$ cat config.mk
export PLATFORM = sky130hd
export DESIGN_NAME = wb_traffic_gen_flat
export DESIGN_NICKNAME = d
export VERILOG_FILES = /design/src/rtl/wb_traffic_gen_if.sv /design/src/rtl/wb_traffic_gen.sv /design/src/flat_wrapper.sv
export SDC_FILE = /design/constraint.sdc
export NUM_CORES = 1
export LEC_CHECK = 0
export ABC_CLOCK_PERIOD_IN_PS = 3900
export BUFFER_PORTS_ARGS = -buffer_cell sky130_fd_sc_hd__buf_2
export CAP_MARGIN = 20
export CORE_ASPECT_RATIO = 2
export CORE_MARGIN = 2
export CORE_UTILIZATION = 43
export DETAILED_ROUTE_END_ITERATION = 10
export HOLD_SLACK_MARGIN = 0.05
export PLACE_DENSITY = 0.69
export SLEW_MARGIN = 25
export SYNTH_ARGS = -nofsm -noshare
export SYNTH_HDL_FRONTEND = slang
export SYNTH_SLANG_ARGS = --single-unit
$ cat constraint.sdc
create_clock -name sys_clk -period 3.9 [get_ports sys_clk]
set_clock_uncertainty 0.2 [all_clocks]
set_input_delay 0.585 -clock sys_clk [delete_from_list [all_inputs] [get_ports sys_clk]]
set_output_delay 0.585 -clock sys_clk [all_outputs]
set_load 0.03 [all_outputs]
$ cat src/rtl/wb_traffic_gen_if.sv
// Wishbone B4 master-side bundle between the traffic generator and the SDRAM
// controller's wishbone slave port.
interface wb_traffic_gen_if #(
  parameter int unsigned AW = 26,
  parameter int unsigned DW = 32
) ();

  logic          wb_cyc_o;
  logic          wb_stb_o;
  logic          wb_we_o;
  logic [3:0]    wb_sel_o;
  logic [AW-1:0] wb_addr_o;
  logic [DW-1:0] wb_dat_o;
  logic [2:0]    wb_cti_o;
  logic          wb_ack_i;
  logic [DW-1:0] wb_dat_i;

  modport master (
    output wb_cyc_o, wb_stb_o, wb_we_o, wb_sel_o, wb_addr_o, wb_dat_o, wb_cti_o,
    input  wb_ack_i, wb_dat_i
  );

  modport slave (
    input  wb_cyc_o, wb_stb_o, wb_we_o, wb_sel_o, wb_addr_o, wb_dat_o, wb_cti_o,
    output wb_ack_i, wb_dat_i
  );

endinterface

$ cat src/rtl/wb_traffic_gen.sv
// Wishbone B4 burst traffic generator / BIST: writes an address-derived pattern
// over a region in incrementing bursts, reads it back and checks every beat.
module wb_traffic_gen #(
  parameter int unsigned   DW         = 32,
  parameter int unsigned   AW         = 26,
  parameter int unsigned   BURST_LEN  = 8,
  parameter int unsigned   NUM_BURSTS = 4,
  parameter logic [AW-1:0] BASE_ADDR  = '0,
  parameter logic [DW-1:0] SEED       = 32'hA5A5_0000,
  parameter int unsigned   TIMEOUT    = 1024
) (
  input  logic                    sys_clk,
  input  logic                    RESETN,
  input  logic                    start,
  input  logic                    sdr_init_done,
  wb_traffic_gen_if.master        wb,
  output logic                    busy,
  output logic                    done,
  output logic                    pass,
  output logic                    timeout,
  output logic [15:0]             err_cnt,
  output logic [AW-1:0]           first_err_addr
);

  typedef enum logic [2:0] {
    S_IDLE,
    S_WAIT_INIT,
    S_WR,
    S_WR_GAP,
    S_RD,
    S_RD_GAP,
    S_DONE
  } state_t;

  localparam logic [5:0]  LAST_BEAT  = 6'(BURST_LEN - 1);
  localparam logic [8:0]  LAST_BURST = 9'(NUM_BURSTS - 1);
  localparam logic [31:0] TIMEOUT_M1 = 32'(TIMEOUT - 1);

  state_t        state;
  state_t        state_nxt;
  logic [5:0]    beat_cnt;
  logic [8:0]    burst_cnt;
  logic [31:0]   wait_cnt;
  logic [31:0]   beat_idx;
  logic [AW-1:0] beat_addr;
  logic [DW-1:0] pattern;
  logic          in_burst;
  logic          beat_ack;
  logic          last_beat;
  logic          last_burst;
  logic          stall_hit;
  logic          mismatch;
  logic          start_ok;
  logic [15:0]   err_cnt_nxt;

  // Address and pattern are derived from the beat position, so retries after a
  // wait state never need separate holding registers.
  always_comb begin
    beat_idx  = 32'(burst_cnt) * 32'(BURST_LEN) + 32'(beat_cnt);
    beat_addr = BASE_ADDR + AW'(beat_idx << 2);
    pattern   = DW'(beat_addr) ^ SEED;
  end

  assign in_burst   = (state == S_WR) || (state == S_RD);
  assign beat_ack   = in_burst && wb.wb_ack_i;
  assign last_beat  = (beat_cnt == LAST_BEAT);
  assign last_burst = (burst_cnt == LAST_BURST);
  assign stall_hit  = in_burst && !wb.wb_ack_i && (wait_cnt == TIMEOUT_M1);
  assign mismatch   = beat_ack && (state == S_RD) && (wb.wb_dat_i != pattern);
  assign start_ok   = (state == S_IDLE) && start;
  assign busy       = (state != S_IDLE) && (state != S_DONE);

  assign err_cnt_nxt = (mismatch && (err_cnt != 16'hFFFF)) ? err_cnt + 16'd1 : err_cnt;

  assign wb.wb_cyc_o  = in_burst;
  assign wb.wb_stb_o  = in_burst;
  assign wb.wb_we_o   = (state == S_WR);
  assign wb.wb_sel_o  = in_burst ? 4'hF : 4'h0;
  assign wb.wb_addr_o = in_burst ? beat_addr : '0;
  assign wb.wb_dat_o  = (state == S_WR) ? pattern : '0;
  assign wb.wb_cti_o  = in_burst ? (last_beat ? 3'b111 : 3'b010) : 3'b000;

  always_ff @(posedge sys_clk) begin
    if (!RESETN) begin
      state <= S_IDLE;
    end else begin
      state <= state_nxt;
    end
  end

  // burst_cnt wraps to 0 after the last write burst, which is how WR_GAP knows
  // the write phase is over (also correct for a single burst per pass).
  always_comb begin
    state_nxt = state;
    case (state)
      S_IDLE: begin
        if (start) state_nxt = S_WAIT_INIT;
      end
      S_WAIT_INIT: begin
        if (sdr_init_done) state_nxt = S_WR;
      end
      S_WR: begin
        if (beat_ack && last_beat) state_nxt = S_WR_GAP;
        else if (stall_hit)        state_nxt = S_DONE;
      end
      S_WR_GAP: begin
        state_nxt = (burst_cnt == 9'd0) ? S_RD : S_WR;
      end
      S_RD: begin
        if (beat_ack && last_beat) state_nxt = last_burst ? S_DONE : S_RD_GAP;
        else if (stall_hit)        state_nxt = S_DONE;
      end
      S_RD_GAP: begin
        state_nxt = S_RD;
      end
      S_DONE: begin
        state_nxt = S_IDLE;
      end
      default: begin
        state_nxt = S_IDLE;
      end
    endcase
  end

  always_ff @(posedge sys_clk) begin
    if (!RESETN) begin
      beat_cnt       <= '0;
      burst_cnt      <= '0;
      wait_cnt       <= '0;
      done           <= 1'b0;
      pass           <= 1'b0;
      timeout        <= 1'b0;
      err_cnt        <= '0;
      first_err_addr <= '0;
    end else if (start_ok) begin
      beat_cnt       <= '0;
      burst_cnt      <= '0;
      wait_cnt       <= '0;
      done           <= 1'b0;
      pass           <= 1'b0;
      timeout        <= 1'b0;
      err_cnt        <= '0;
      first_err_addr <= '0;
    end else begin
      if (beat_ack) begin
        wait_cnt <= '0;
        beat_cnt <= last_beat ? 6'd0 : beat_cnt + 6'd1;
        if (last_beat) begin
          burst_cnt <= last_burst ? 9'd0 : burst_cnt + 9'd1;
        end
      end else if (in_burst) begin
        wait_cnt <= wait_cnt + 32'd1;
      end

      if (mismatch) begin
        err_cnt <= err_cnt_nxt;
        if (err_cnt == 16'd0) first_err_addr <= beat_addr;
      end

      // Status uses the next error count so a mismatch on the final beat counts.
      if (state_nxt == S_DONE) begin
        done    <= 1'b1;
        timeout <= stall_hit;
        pass    <= !stall_hit && (err_cnt_nxt == 16'd0);
      end
    end
  end

endmodule
$ cat src/flat_wrapper.sv
// flat-port wrapper written by rule: the top's interface ports become plain ports
module wb_traffic_gen_flat 
#(
  parameter int unsigned   DW         = 32,
  parameter int unsigned   AW         = 26,
  parameter int unsigned   BURST_LEN  = 8,
  parameter int unsigned   NUM_BURSTS = 4,
  parameter logic [AW-1:0] BASE_ADDR  = '0,
  parameter logic [DW-1:0] SEED       = 32'hA5A5_0000,
  parameter int unsigned   TIMEOUT    = 1024
)
  (sys_clk, RESETN, start, sdr_init_done, busy, done, pass, timeout, err_cnt, first_err_addr, wb_wb_cyc_o, wb_wb_stb_o, wb_wb_we_o, wb_wb_sel_o, wb_wb_addr_o, wb_wb_dat_o, wb_wb_cti_o, wb_wb_ack_i, wb_wb_dat_i);
  wb_traffic_gen_if #(.AW(AW), .DW(DW)) wb_i ();
  input  logic sys_clk;
  input  logic RESETN;
  input  logic start;
  input  logic sdr_init_done;
  output logic busy;
  output logic done;
  output logic pass;
  output logic timeout;
  output logic [15:0] err_cnt;
  output logic [AW-1:0] first_err_addr;
  output wire logic [$bits(wb_i.wb_cyc_o)-1:0] wb_wb_cyc_o;
  output wire logic [$bits(wb_i.wb_stb_o)-1:0] wb_wb_stb_o;
  output wire logic [$bits(wb_i.wb_we_o)-1:0] wb_wb_we_o;
  output wire logic [$bits(wb_i.wb_sel_o)-1:0] wb_wb_sel_o;
  output wire logic [$bits(wb_i.wb_addr_o)-1:0] wb_wb_addr_o;
  output wire logic [$bits(wb_i.wb_dat_o)-1:0] wb_wb_dat_o;
  output wire logic [$bits(wb_i.wb_cti_o)-1:0] wb_wb_cti_o;
  input wire logic [$bits(wb_i.wb_ack_i)-1:0] wb_wb_ack_i;
  input wire logic [$bits(wb_i.wb_dat_i)-1:0] wb_wb_dat_i;
  assign wb_wb_cyc_o = wb_i.wb_cyc_o;
  assign wb_wb_stb_o = wb_i.wb_stb_o;
  assign wb_wb_we_o = wb_i.wb_we_o;
  assign wb_wb_sel_o = wb_i.wb_sel_o;
  assign wb_wb_addr_o = wb_i.wb_addr_o;
  assign wb_wb_dat_o = wb_i.wb_dat_o;
  assign wb_wb_cti_o = wb_i.wb_cti_o;
  assign wb_i.wb_ack_i = wb_wb_ack_i;
  assign wb_i.wb_dat_i = wb_wb_dat_i;
  wb_traffic_gen #(.DW(DW), .AW(AW), .BURST_LEN(BURST_LEN), .NUM_BURSTS(NUM_BURSTS), .BASE_ADDR(BASE_ADDR), .SEED(SEED), .TIMEOUT(TIMEOUT)) u_core (.sys_clk(sys_clk), .RESETN(RESETN), .start(start), .sdr_init_done(sdr_init_done), .wb(wb_i), .busy(busy), .done(done), .pass(pass), .timeout(timeout), .err_cnt(err_cnt), .first_err_addr(first_err_addr));
endmodule
# Yosys cells after proc, flatten, opt, wreduce, memory -nomap -nowiden
# Index checks and enable logic that the tools add are counted.
[totals] reg_bits=93 elab_cells=66
[classes] addsub=5 n_eq_ne=12 n_mux=16 n_bitwise=2 reduce_logical=22
[ops] cell="$add A32 B1 Y32 const B" n=1
[ops] cell="$eq A32 B10 Y1 const B" n=1
[ops] cell="$logic_not A16 Y1" n=2
[ops] cell="$mux W32" n=1
[ops] cell="$ne A32 B32 Y1" n=1
[ops] cell="$mux W26" n=1
[ops] cell="$mux W3" n=8
[ops] cell="$pmux W3 S6" n=1
[ops] cell="$add A16 B1 Y16 const B" n=1
[ops] cell="$mux W16" n=1
[ops] cell="$ne A16 B16 Y1 const B" n=1
[ops] cell="$add A12 B6 Y13" n=1
[ops] cell="$logic_and A1 B1 Y1" n=10
[ops] cell="$add A9 B1 Y9 const B" n=1
[ops] cell="$eq A3 B3 Y1 const B" n=3
[ops] cell="$eq A9 B2 Y1 const B" n=1
[ops] cell="$logic_not A9 Y1" n=1
[ops] cell="$mux W9" n=1
[ops] cell="$not A5 Y8 const A" n=1
[ops] cell="$add A6 B1 Y6 const B" n=1
[ops] cell="$eq A3 B2 Y1 const B" n=2
[ops] cell="$eq A6 B3 Y1 const B" n=1
[ops] cell="$mux W6" n=1
[ops] cell="$mux W4" n=1
[ops] cell="other kinds (11)" n=13

# Longest topological paths before layout
# Gate-level depths: netlist (run 1).
[depth] depth_word=9 mapped_depth=14 ltp_nobuf=11

# Worst setup path before layout (run 1)
# No wires, ideal clock.
[synth_path] kind="reg2reg" startpoint="register u_core.burst_cnt[0]" endpoint="register u_core.first_err_addr[10]" setup_time_ps=128 arrival_time_ps=2833 setup_slack_ps=739 stages_incl_launch_ff=15 n_path_buf=3 synth_period_minus_slack_ps=3161 cell_sequence="dfxtp_1 > ha_1 > fa_1 > xnor2_2 > xnor2_1 > nor4_2 > nand3_1 > or4b_1 > buf_2 > nand2b_2 > buf_6 > nor2_4 > buf_6 > mux2i_1 > nor2_1"
[synth_between] elab_chain_len=4
[synth_lines] element="start, declared" line="wb_traffic_gen.sv:42" text="logic [8:0] burst_cnt;"
[synth_lines] element="start signal, assigned" line="wb_traffic_gen.sv:149" text="burst_cnt <= last_burst ? 9'd0 : burst_cnt + 9'd1;"
[synth_lines] element="$add A12 B6 Y13 (*)" line="wb_traffic_gen.sv:59" text="beat_idx = 32'(burst_cnt) * 32'(BURST_LEN) + 32'(beat_cnt);"
[synth_lines] element="$ne A32 B32 Y1" line="wb_traffic_gen.sv:69" text="assign mismatch = beat_ack && (state == S_RD) && (wb.wb_dat_i != pattern);"
[synth_lines] element="$logic_and A1 B1 Y1" line="wb_traffic_gen.sv:69"
[synth_lines] element="$reduce_and A2 Y1 (no line)"
[synth_lines] element="end signal, assigned" line="wb_traffic_gen.sv:157" text="if (err_cnt == 16'd0) first_err_addr <= beat_addr;"
[synth_lines] element="end, declared" line="wb_traffic_gen.sv:22" text="output logic [AW-1:0] first_err_addr"
# Mark *: on every way between the ends. The rest lies on a longest branch, timed or not.
# A chain may end at the register's enable or synchronous reset.

# Worst setup path in the final report (run 1)
[layout_path] startpoint="register u_core.burst_cnt[0]" endpoint="register u_core.pass"
[layout_between] elab_chain_len=7
[layout_lines] element="$add A12 B6 Y13" line="wb_traffic_gen.sv:59"
[layout_lines] element="$ne A32 B32 Y1" line="wb_traffic_gen.sv:69"
[layout_lines] element="$logic_and A1 B1 Y1" line="wb_traffic_gen.sv:69"
[layout_lines] element="$logic_and A1 B1 Y1" line="wb_traffic_gen.sv:73" text="assign err_cnt_nxt = (mismatch && (err_cnt != 16'hFFFF)) ? err_cnt + 16'd1 : err_cnt;"
[layout_lines] element="$mux W16" line="wb_traffic_gen.sv:73"
[layout_lines] element="$logic_not A16 Y1" line="wb_traffic_gen.sv:164" text="pass <= !stall_hit && (err_cnt_nxt == 16'd0);"
[layout_lines] element="$logic_and A1 B1 Y1" line="wb_traffic_gen.sv:164"
[layout_lines] element="end signal, assigned" line="wb_traffic_gen.sv:164"
[layout_lines] element="end, declared" line="wb_traffic_gen.sv:19" text="output logic pass,"
# Parallel ways exist; a longest one is shown, timed or not.

==> results_dict.tcl, run 1 <==
set metrics [dict create \
    cts-root-buf "clkbuf_16" \
    synthTopCellsByArea "dfxtp_1, nor2_1, buf_4" \
    dieArea_um2 12600 \
    tightest_slew_ps 545 \
    cp-end-kind "flop" \
    seq_power_share_pct 40.3 \
    grt_antenna_before_repair 0 \
    grt_use_total_pct 21.5 \
    synth_edf_count 0 \
    ctsHoldBuffers 0 \
    path_max_fanout 6 \
    p_sw_share_pct 22.6 \
    area_growth_pct 16.5 \
    ant_nets 0 \
    yosysUniqueCellTypes 61 \
    hold_ws_ps 267 \
    die_w_um 80.3 \
    fin_total_pwr_mw 2.10 \
    clkLatencyLatePin_ps 340 \
    start_util_pct 44.1 \
    status "finished, final reports clean" \
    ir_drop_v 0.000205 \
    slew_headroom_pct 63.6 \
    grt_max_degree 45 \
    pwr-share-clk_pct 51.2 \
    final.setup.tns_ps 0 \
    drive_gt1_share_pct 21.7 \
    async_flop_share_pct 0 \
    dp_cells 840 \
    drcViolationCount 0 \
    initialDrtViolationCount 146 \
    syn_inst 617 \
    regArea_um2 1640 \
    layout_min_cycle_time_ps 3610 \
    grt_pass1_vias 4338 \
    hold_violations 0 \
    antenna_cells 0 \
    p_sw_mw 0.476 \
    dp_hpwl_um 10300 \
    layout.cells.non_filler 856 \
    yosys.area.top_type "dfxtp_1" \
    gp_congestion 0.859 \
    multi_input_area_um2 2930 \
    cts_buffer_depth 2 \
    routed_wl_um 13200 \
    wl_per_cell_um 15.4 \
    cts.clk_slew.worst_paths_ps 60 \
    yosys_register_bits 82 \
    pwr-share-comb_pct 8.5 \
    maxSlewViolCount 0 \
    fill_cells 1153 \
    cts_tree "done" \
    p_int_mw 1.63 \
    grt_pass1_wl_um 21100 \
    grt.overflow.total 0 \
    yosysSeqAreaShare_pct 32.8 \
    synth_most_common_cell "nor2_1" \
    synth_ff_type "dfxtp_1" \
    rsz0062_at_grt "false" \
    core_area_um2 11400 \
    holdCritPathClass "flop to flop" \
    cp.required_ps 3980 \
    dr.pass1.iters 4 \
    synth_top_area_share_pct 32.8 \
    synth_common_cells "nor2_1, dfxtp_1, buf_4, xnor2_1, nand2_1" \
    min_period_over_period_pct 92.7 \
    num-nets-final 756 \
    crit_type "flop to flop" \
    clkSinkCount 82 \
    num_rows 55 \
    io_pins 151 \
    io_buffer_count 113 \
    vias 4427 \
    vias_per_cell 5.17 \
    post_cts_resized 0 \
    setup_viol 0 \
    post_dp_cell_area_um2 5450 \
    arrival_ps 3690 \
    syn_avg_cell_area_um2 8.12 \
    cts_max_level 3 \
    final_cell_area_um2 5840 \
    synth_area_um2 5010 \
    max_cap_violations 0 \
    die_height_um 157 \
    ys_warn_count 0 \
    powerDensity_nw_per_um2 360 \
    start_kind "flop" \
    numCtsBuffers 9 \
    cts_setup_buffers 0 \
    max_freq_ghz 0.277 \
    p_leak_nw 2.52 \
]
[power by group through the flow]
stage / Sequential, mW / Clock [mW] / Combinational [mW]
floorplan: 0.862 / 0 / 0.173
global placement: 0.865 / 0 / 0.178
detailed placement: 0.865 / 0 / 0.178
CTS: 0.846 / 1.09 / 0.179
global route: 0.846 / 1.13 / 0.192
finish: 0.846 / 1.08 / 0.180
[registers in the layout, indices dropped and copies added (netlist names)]
name	count
u_core.beat_cnt	6
u_core.burst_cnt	9
u_core.done	1
u_core.err_cnt	16
u_core.first_err_addr	13
u_core.pass	1
u_core.state	3
u_core.timeout	1
u_core.wait_cnt	32
[per-layer routing]
metal  global-route usage [%]  wire, µm  part of all wire, %  vias up
li1                         -         -                    -     2180
met1                     22.7      4880                   37     2087
met2                     39.2      7270                   55      121
met3                     3.40       494                  3.7       39
met4                     11.8       576                  4.4        0
met5                        0         0                    0        -
[stage by stage]
stage	setup WS, ps	utilization (%)
3_3_place_gp	396	48.0
4_1_cts	277	51.4
3_5_place_dp	332	48.0
6_report	286	51.4
2_1_floorplan	739	-
5_1_grt	21.6	51.4
[layout by cell type, fill, tap and decap left out, types with 15 or more instances in the layout]
| cell type | instances |
|---|---|
| buf_2 | 113 |
| nor3_1 | 15 |
| dfxtp_1 | 82 |
| a21oi_1 | 19 |
| inv_1 | 20 |
| nor2_1 | 109 |
| nand3_1 | 32 |
| nand2_1 | 41 |
| and3_1 | 21 |
| xor2_1 | 27 |
| conb_1 | 37 |
| xnor2_1 | 46 |
| nand4_1 | 18 |
[path summary, 6_finish.rpt]
check | from | to | slack (ps) | cells past startpoint
worst min register to register | u_core.done$_SDFFE_PP0N_ | u_core.done$_SDFFE_PP0N_ | 270 | 2
worst max register to register | u_core.burst_cnt[0]$_SDFFE_PP0P_ | u_core.pass$_SDFFE_PP0N_ | 290 | 11
worst min-delay path | u_core.done$_SDFFE_PP0N_ | u_core.done$_SDFFE_PP0N_ | 270 | 2
worst max-delay path | u_core.burst_cnt[0]$_SDFFE_PP0P_ | u_core.pass$_SDFFE_PP0N_ | 290 | 11
[final cells by class]
| cell class | count | area share [%] |
|---|---|---|
| Clock buffer | 12 | 4.56 |
| Clock inverter | 4 | 2.06 |
| Timing Repair Buffer | 122 | 10.8 |
| Tap cell | 142 | 3.04 |
| Multi-Input combinational cell | 474 | 50.1 |
| Inverter | 20 | 1.29 |
| Sequential cell | 82 | 28.1 |
[kinds of logic after synthesis]
group                    synth area share [%]
other                                  0.0748
multiplexers                             2.80
adder cells (fa/ha/maj)                  2.65
buffers and inverters                    11.7
AND/OR/NAND/NOR                          29.3
flip-flops                               32.8
AO/OA/AOI/OAI                            5.67
XOR/XNOR                                 15.0
[critical path: stages (launching register included)]
cell       delay, ps
dfxtp_1          340
ha_1             230
fa_1             430
xnor2_2          270
xnor2_1          120
nor4_2           300
nand3_1          160
or4b_1           670
nand2_1          270
mux2i_1          260
o2111ai_1        150
o21ai_1          130
(Power assumes the default switching activity.)
==> run 2: changes to the inputs <==
ABC_CLOCK_PERIOD_IN_PS = unset   (was 3900)
CORE_UTILIZATION = 45   (was 43)
PLACE_DENSITY = 0.71   (was 0.69)
SLEW_MARGIN = unset   (was 25)
==> run 2 against run 1 <==
  * Non-clock buffer count down 2
  * Count of clock-buffer cells in the layout is 2 lower
  * Maximum frequency up 1.4%
  * Global-route usage grew 0.44 points
  * Combinational power about the same
  * Critical path type unchanged
  * Highest routed layer unchanged
==> results_dict.tcl, run 2 (same netlist as run 1, synthesis figures left out) <==
set metrics [dict create \
    dp_hpwl_um 10300 \
    multi_input_area_um2 2930 \
    die_w_um 78.6 \
    grt_util_met2_pct 40.0 \
    gp_congestion 0.929 \
    area_growth_pct 13.9 \
    grt_use_total_pct 21.9 \
    routed_wl_um 13200 \
    use_met1_pct 22.5 \
    holdCritPathClass "flop to flop" \
    num_rows 54 \
    num-nets-final 754 \
    path_max_fanout 6 \
    numCtsBuffers 9 \
    cts-root-buf "clkbuf_16" \
    layout_min_cycle_time_ps 3560 \
    cts_tree "done" \
    vias 4474 \
    post_dp_cell_area_um2 5440 \
    wl_per_cell_um 15.5 \
    post-place-ws_ps 329 \
    cts_max_level 3 \
    cts_buffer_depth 2 \
    crit_type "flop to flop" \
    p_leak_nw 2.46 \
    regArea_um2 1640 \
    start_kind "flop" \
    rrSetupSlack_ps 340 \
    reg_top3 "u_core.wait_cnt x32, u_core.err_cnt x16, u_core.first_err_addr x13" \
    clkLatencyLatePin_ps 340 \
    max_cap_violations 0 \
    max_freq_ghz 0.281 \
    rsz0062_at_grt "false" \
    antenna_cells 0 \
    met3_usage_pct 3.31 \
    vias_per_cell 5.25 \
    fin_ws_ps 335 \
    dr.pass1.iters 4 \
    largest_register_ff_count 32 \
    slew_headroom_pct 57.9 \
    final_cell_area_um2 5710 \
    ctsHoldBuffers 0 \
    core_area_um2 10900 \
    fill_cells 1053 \
    cp.required_ps 3970 \
    dieArea_um2 12000 \
    powerDensity_nw_per_um2 318 \
    final_cell_mix "buf_2, nor2_1, dfxtp_1" \
    io_pins 151 \
    hold_violations 0 \
    grt.overflow.total 0 \
    maxSlewViolCount 0 \
    arrival_ps 3640 \
    grt-busiest-layer "met2" \
    hold_ws_ps 281 \
    cp-end-kind "flop" \
    die_height_um 153 \
    ir_drop_v 0.000233 \
    status "finished, final reports clean" \
    final.setup.tns_ps 0 \
    grt_max_degree 36 \
    tightest_slew_ps 630 \
    drive_gt1_share_pct 21.5 \
    start_util_pct 46.1 \
    grt_antenna_before_repair 0 \
    drcViolationCount 0 \
    post_cts_resized 0 \
    cts_setup_buffers 0 \
    grt_pass1_vias 4436 \
    cts.clk_slew.worst_paths_ps 60 \
    setup_viol 0 \
    io_buffer_count 113 \
    ant_nets 0 \
    regMostFlops "u_core.wait_cnt" \
    clkSinkCount 82 \
    mostFrequentLayoutCell "buf_2" \
    grt_pass1_wl_um 21000 \
    min_period_over_period_pct 91.4 \
    initialDrtViolationCount 195 \
]
-- run 2: cell types whose count changed in the layout (fill, tap and decap cells not counted), sizes merged --
cell,change
clkinvlp,+1
bufinv,-4
clkbuf,-2
clkinv,+5
buf,-2
-- run 2: per-layer routing --
layer  part of all wire (%)  vias to the layer above
li1                       -                     2166
met4                    4.5                        0
met1                     37                     2148
met2                     55                      120
met5                      0                        -
met3                    3.3                       40
-- run 2: worst max-delay path, cell delays in order (launching register included) --
cell	delay [ps]
dfxtp_1	340
ha_1	240
fa_1	430
xnor2_2	260
xnor2_1	110
nor4_2	300
nand3_1	140
or4b_1	660
nand2_1	280
mux2i_1	270
o2111ai_1	130
o21ai_1	140
-- run 2: per-stage QoR --
step / power, mW / cells / util (%)
final: 1.82 / 852 / 52.5
after global routing: 1.88 / 852 / 52.5
after CTS: 1.83 / 852 / 52.5
after detailed placement: 1.04 / 836 / 50.0
after global placement: 1.04 / 836 / 50.0
after floorplan: 1.03 / 653 / -
-- run 2: layout make-up --
type	instances	share of cell area [%]
well taps	140	3.07
inverters	20	1.32
clock buffers	10	4.19
flip-flops and latches	82	28.8
multi-input cells	474	51.3
clock inverters	6	0.570
repair buffers	120	10.8
-- run 2: power breakdown --
group / leakage (nW) / total [mW] / internal [mW] / switching [mW]
clock: 0.138 / 0.789 / 0.443 / 0.346
combinational: 1.66 / 0.181 / 0.0449 / 0.136
sequential: 0.661 / 0.846 / 0.840 / 0.00542
-- run 2: path summary, 6_finish.rpt --
| path | startpoint | end | depth (start not counted) |
|---|---|---|---|
| worst max-delay path | u_core.burst_cnt[0]$_SDFFE_PP0P_ | u_core.pass$_SDFFE_PP0N_ | 11 |
| worst min-delay path | u_core.first_err_addr[14]$_SDFFE_PP0P_ | u_core.first_err_addr[14]$_SDFFE_PP0P_ | 2 |
| worst max register to register | u_core.burst_cnt[0]$_SDFFE_PP0P_ | u_core.pass$_SDFFE_PP0N_ | 11 |
| worst min register to register | u_core.first_err_addr[14]$_SDFFE_PP0P_ | u_core.first_err_addr[14]$_SDFFE_PP0P_ | 2 |
==> run 3: changes to the inputs <==
clock period = 3.4 ns   (was 3.9 ns; I/O delays follow)
==> run 3 against run 2 <==
  * Count of clock-buffer cells in the layout is the same
  * Highest routed layer unchanged
  * Largest cell class unchanged
  * Sequential cell count stayed put
  * Maximum frequency is 9.8% higher
==> results_dict.tcl, run 3 (same netlist as run 1, synthesis figures left out) <==
set metrics [dict create \
    min_path_cells 2 \
    grt-busiest-layer "met2" \
    p_leak_nw 2.56 \
    crit_type "flop to flop" \
    pwr-share-comb_pct 9.3 \
    cts_tree "done" \
    max_cap_violations 0 \
    cts_max_level 3 \
    hold_violations 0 \
    arrival_ps 3320 \
    reg_top3 "u_core.wait_cnt x32, u_core.err_cnt x16, u_core.first_err_addr x13" \
    min_period_over_period_pct 95.5 \
    dieArea_um2 12000 \
    seq_power_share_pct 42.5 \
    largest_register_ff_count 32 \
    path_max_fanout 6 \
    slew_headroom_pct 58.6 \
    area_growth_pct 17.8 \
    drcViolationCount 0 \
    grt_use_total_pct 22.2 \
    powerDensity_nw_per_um2 386 \
    met3_usage_pct 3.42 \
    cts_setup_buffers 0 \
    ff2ff_path_depth 12 \
    status "finished, final reports clean" \
    p_sw_mw 0.548 \
    tightest_slew_ps 615 \
    fin_util_pct 54.3 \
    gp_congestion 0.947 \
    maxSlewViolCount 0 \
    dp_hpwl_um 10400 \
    max_freq_ghz 0.308 \
    mostFrequentLayoutCell "buf_2" \
    cts_buffer_depth 2 \
    core_area_um2 10900 \
    num_rows 54 \
    pwr-share-clk_pct 48.2 \
    p_sw_share_pct 24.0 \
    io_pins 151 \
    ctsHoldBuffers 0 \
    grt_pass1_wl_um 21400 \
    cts-root-buf "clkbuf_16" \
    grt.overflow.total 0 \
    ir_drop_v 0.000238 \
    grt_antenna_before_repair 0 \
    initialDrtViolationCount 271 \
    grt_max_degree 43 \
    post-place-ws_ps 58.5 \
    vias 4522 \
    layout_min_cycle_time_ps 3250 \
    vias_per_cell 5.23 \
    rsz0062_at_grt "false" \
    clkSinkCount 82 \
    num-nets-final 767 \
    p_int_mw 1.73 \
    io_buffer_count 113 \
    cts.clk_slew.worst_paths_ps 60 \
    start_kind "flop" \
    numCtsBuffers 9 \
    use_met1_pct 23.2 \
    cp.required_ps 3470 \
    start_util_pct 46.1 \
    die_w_um 78.6 \
    final_cell_mix "buf_2, nor2_1, dfxtp_1" \
    fin_ws_ps 152 \
    regMostFlops "u_core.wait_cnt" \
    setup_viol 0 \
    ant_nets 0 \
    hold_ws_ps 222 \
    grt_util_met2_pct 41.6 \
    wl_per_cell_um 15.5 \
    holdCritPathClass "input port to flop" \
    drive_gt1_share_pct 23.6 \
    rrSetupSlack_ps 150 \
    grt_pass1_vias 4407 \
    final.setup.tns_ps 0 \
    clkLatencyLatePin_ps 340 \
    cp-end-kind "flop" \
    routed_wl_um 13400 \
    antenna_cells 0 \
    die_height_um 153 \
    dr.pass1.iters 4 \
]
==> run 3: power by group through the flow <==
stage | sequential (mW) | combinational, mW | clock, mW
floorplan | 0.988 | 0.199 | 0
global placement | 0.991 | 0.208 | 0
detailed placement | 0.991 | 0.211 | 0
CTS | 0.970 | 0.211 | 1.12
global route | 0.970 | 0.226 | 1.16
finish | 0.970 | 0.212 | 1.10
==> run 3: timing repair <==
action	in CTS	in global routing
resized for setup	0	6
setup endpoints to repair	0	20
endpoints found under the hold margin	0	0
==> run 3: path summary, 6_finish.rpt <==
| kind | start | to |
|---|---|---|
| min reg2reg | u_core.first_err_addr[14]$_SDFFE_PP0P_ | u_core.first_err_addr[14]$_SDFFE_PP0P_ |
| min | RESETN | u_core.state[0]$_SDFF_PN0_ |
| max | u_core.beat_cnt[3]$_SDFFE_PP0P_ | u_core.pass$_SDFFE_PP0N_ |
| max reg2reg | u_core.beat_cnt[3]$_SDFFE_PP0P_ | u_core.pass$_SDFFE_PP0N_ |
==> run 3: per-stage QoR <==
stage / std cells / instance area [µm²] / total power [mW]
after floorplan: 653 / 5150 / 1.19
after global placement: 849 / 5550 / 1.20
after detailed placement: 849 / 5550 / 1.20
final: 865 / 5900 / 2.28
after CTS: 865 / 5880 / 2.30
after global routing: 865 / 5900 / 2.36
==> run 3: metal layers <==
layer	wire, µm	part of all wire [%]
met5	0	0
met4	490	3.7
met3	441	3.3
met2	7350	55
met1	5110	38
==> run 3: cell type report <==
class / count / area, µm²
repair buffers: 133 / 728
clock buffers: 10 / 229
well taps: 140 / 175
fillers: 1043 / 4980
clock inverters: 6 / 105
flip-flops and latches: 82 / 1640
multi-input cells: 474 / 2950
inverters: 20 / 75.1
==> run 3: worst max-delay path, cell delays in order, from the launching register on <==
cell       delay, ps
dfxtp_2          340
ha_2             190
fa_2             370
xnor2_2          160
xnor2_1          140
nor4_2           300
nand3_1          160
nor4b_2          330
buf_4            210
a211oi_1          80
a2111oi_2        390
o2111ai_1        160
o21ai_1          140
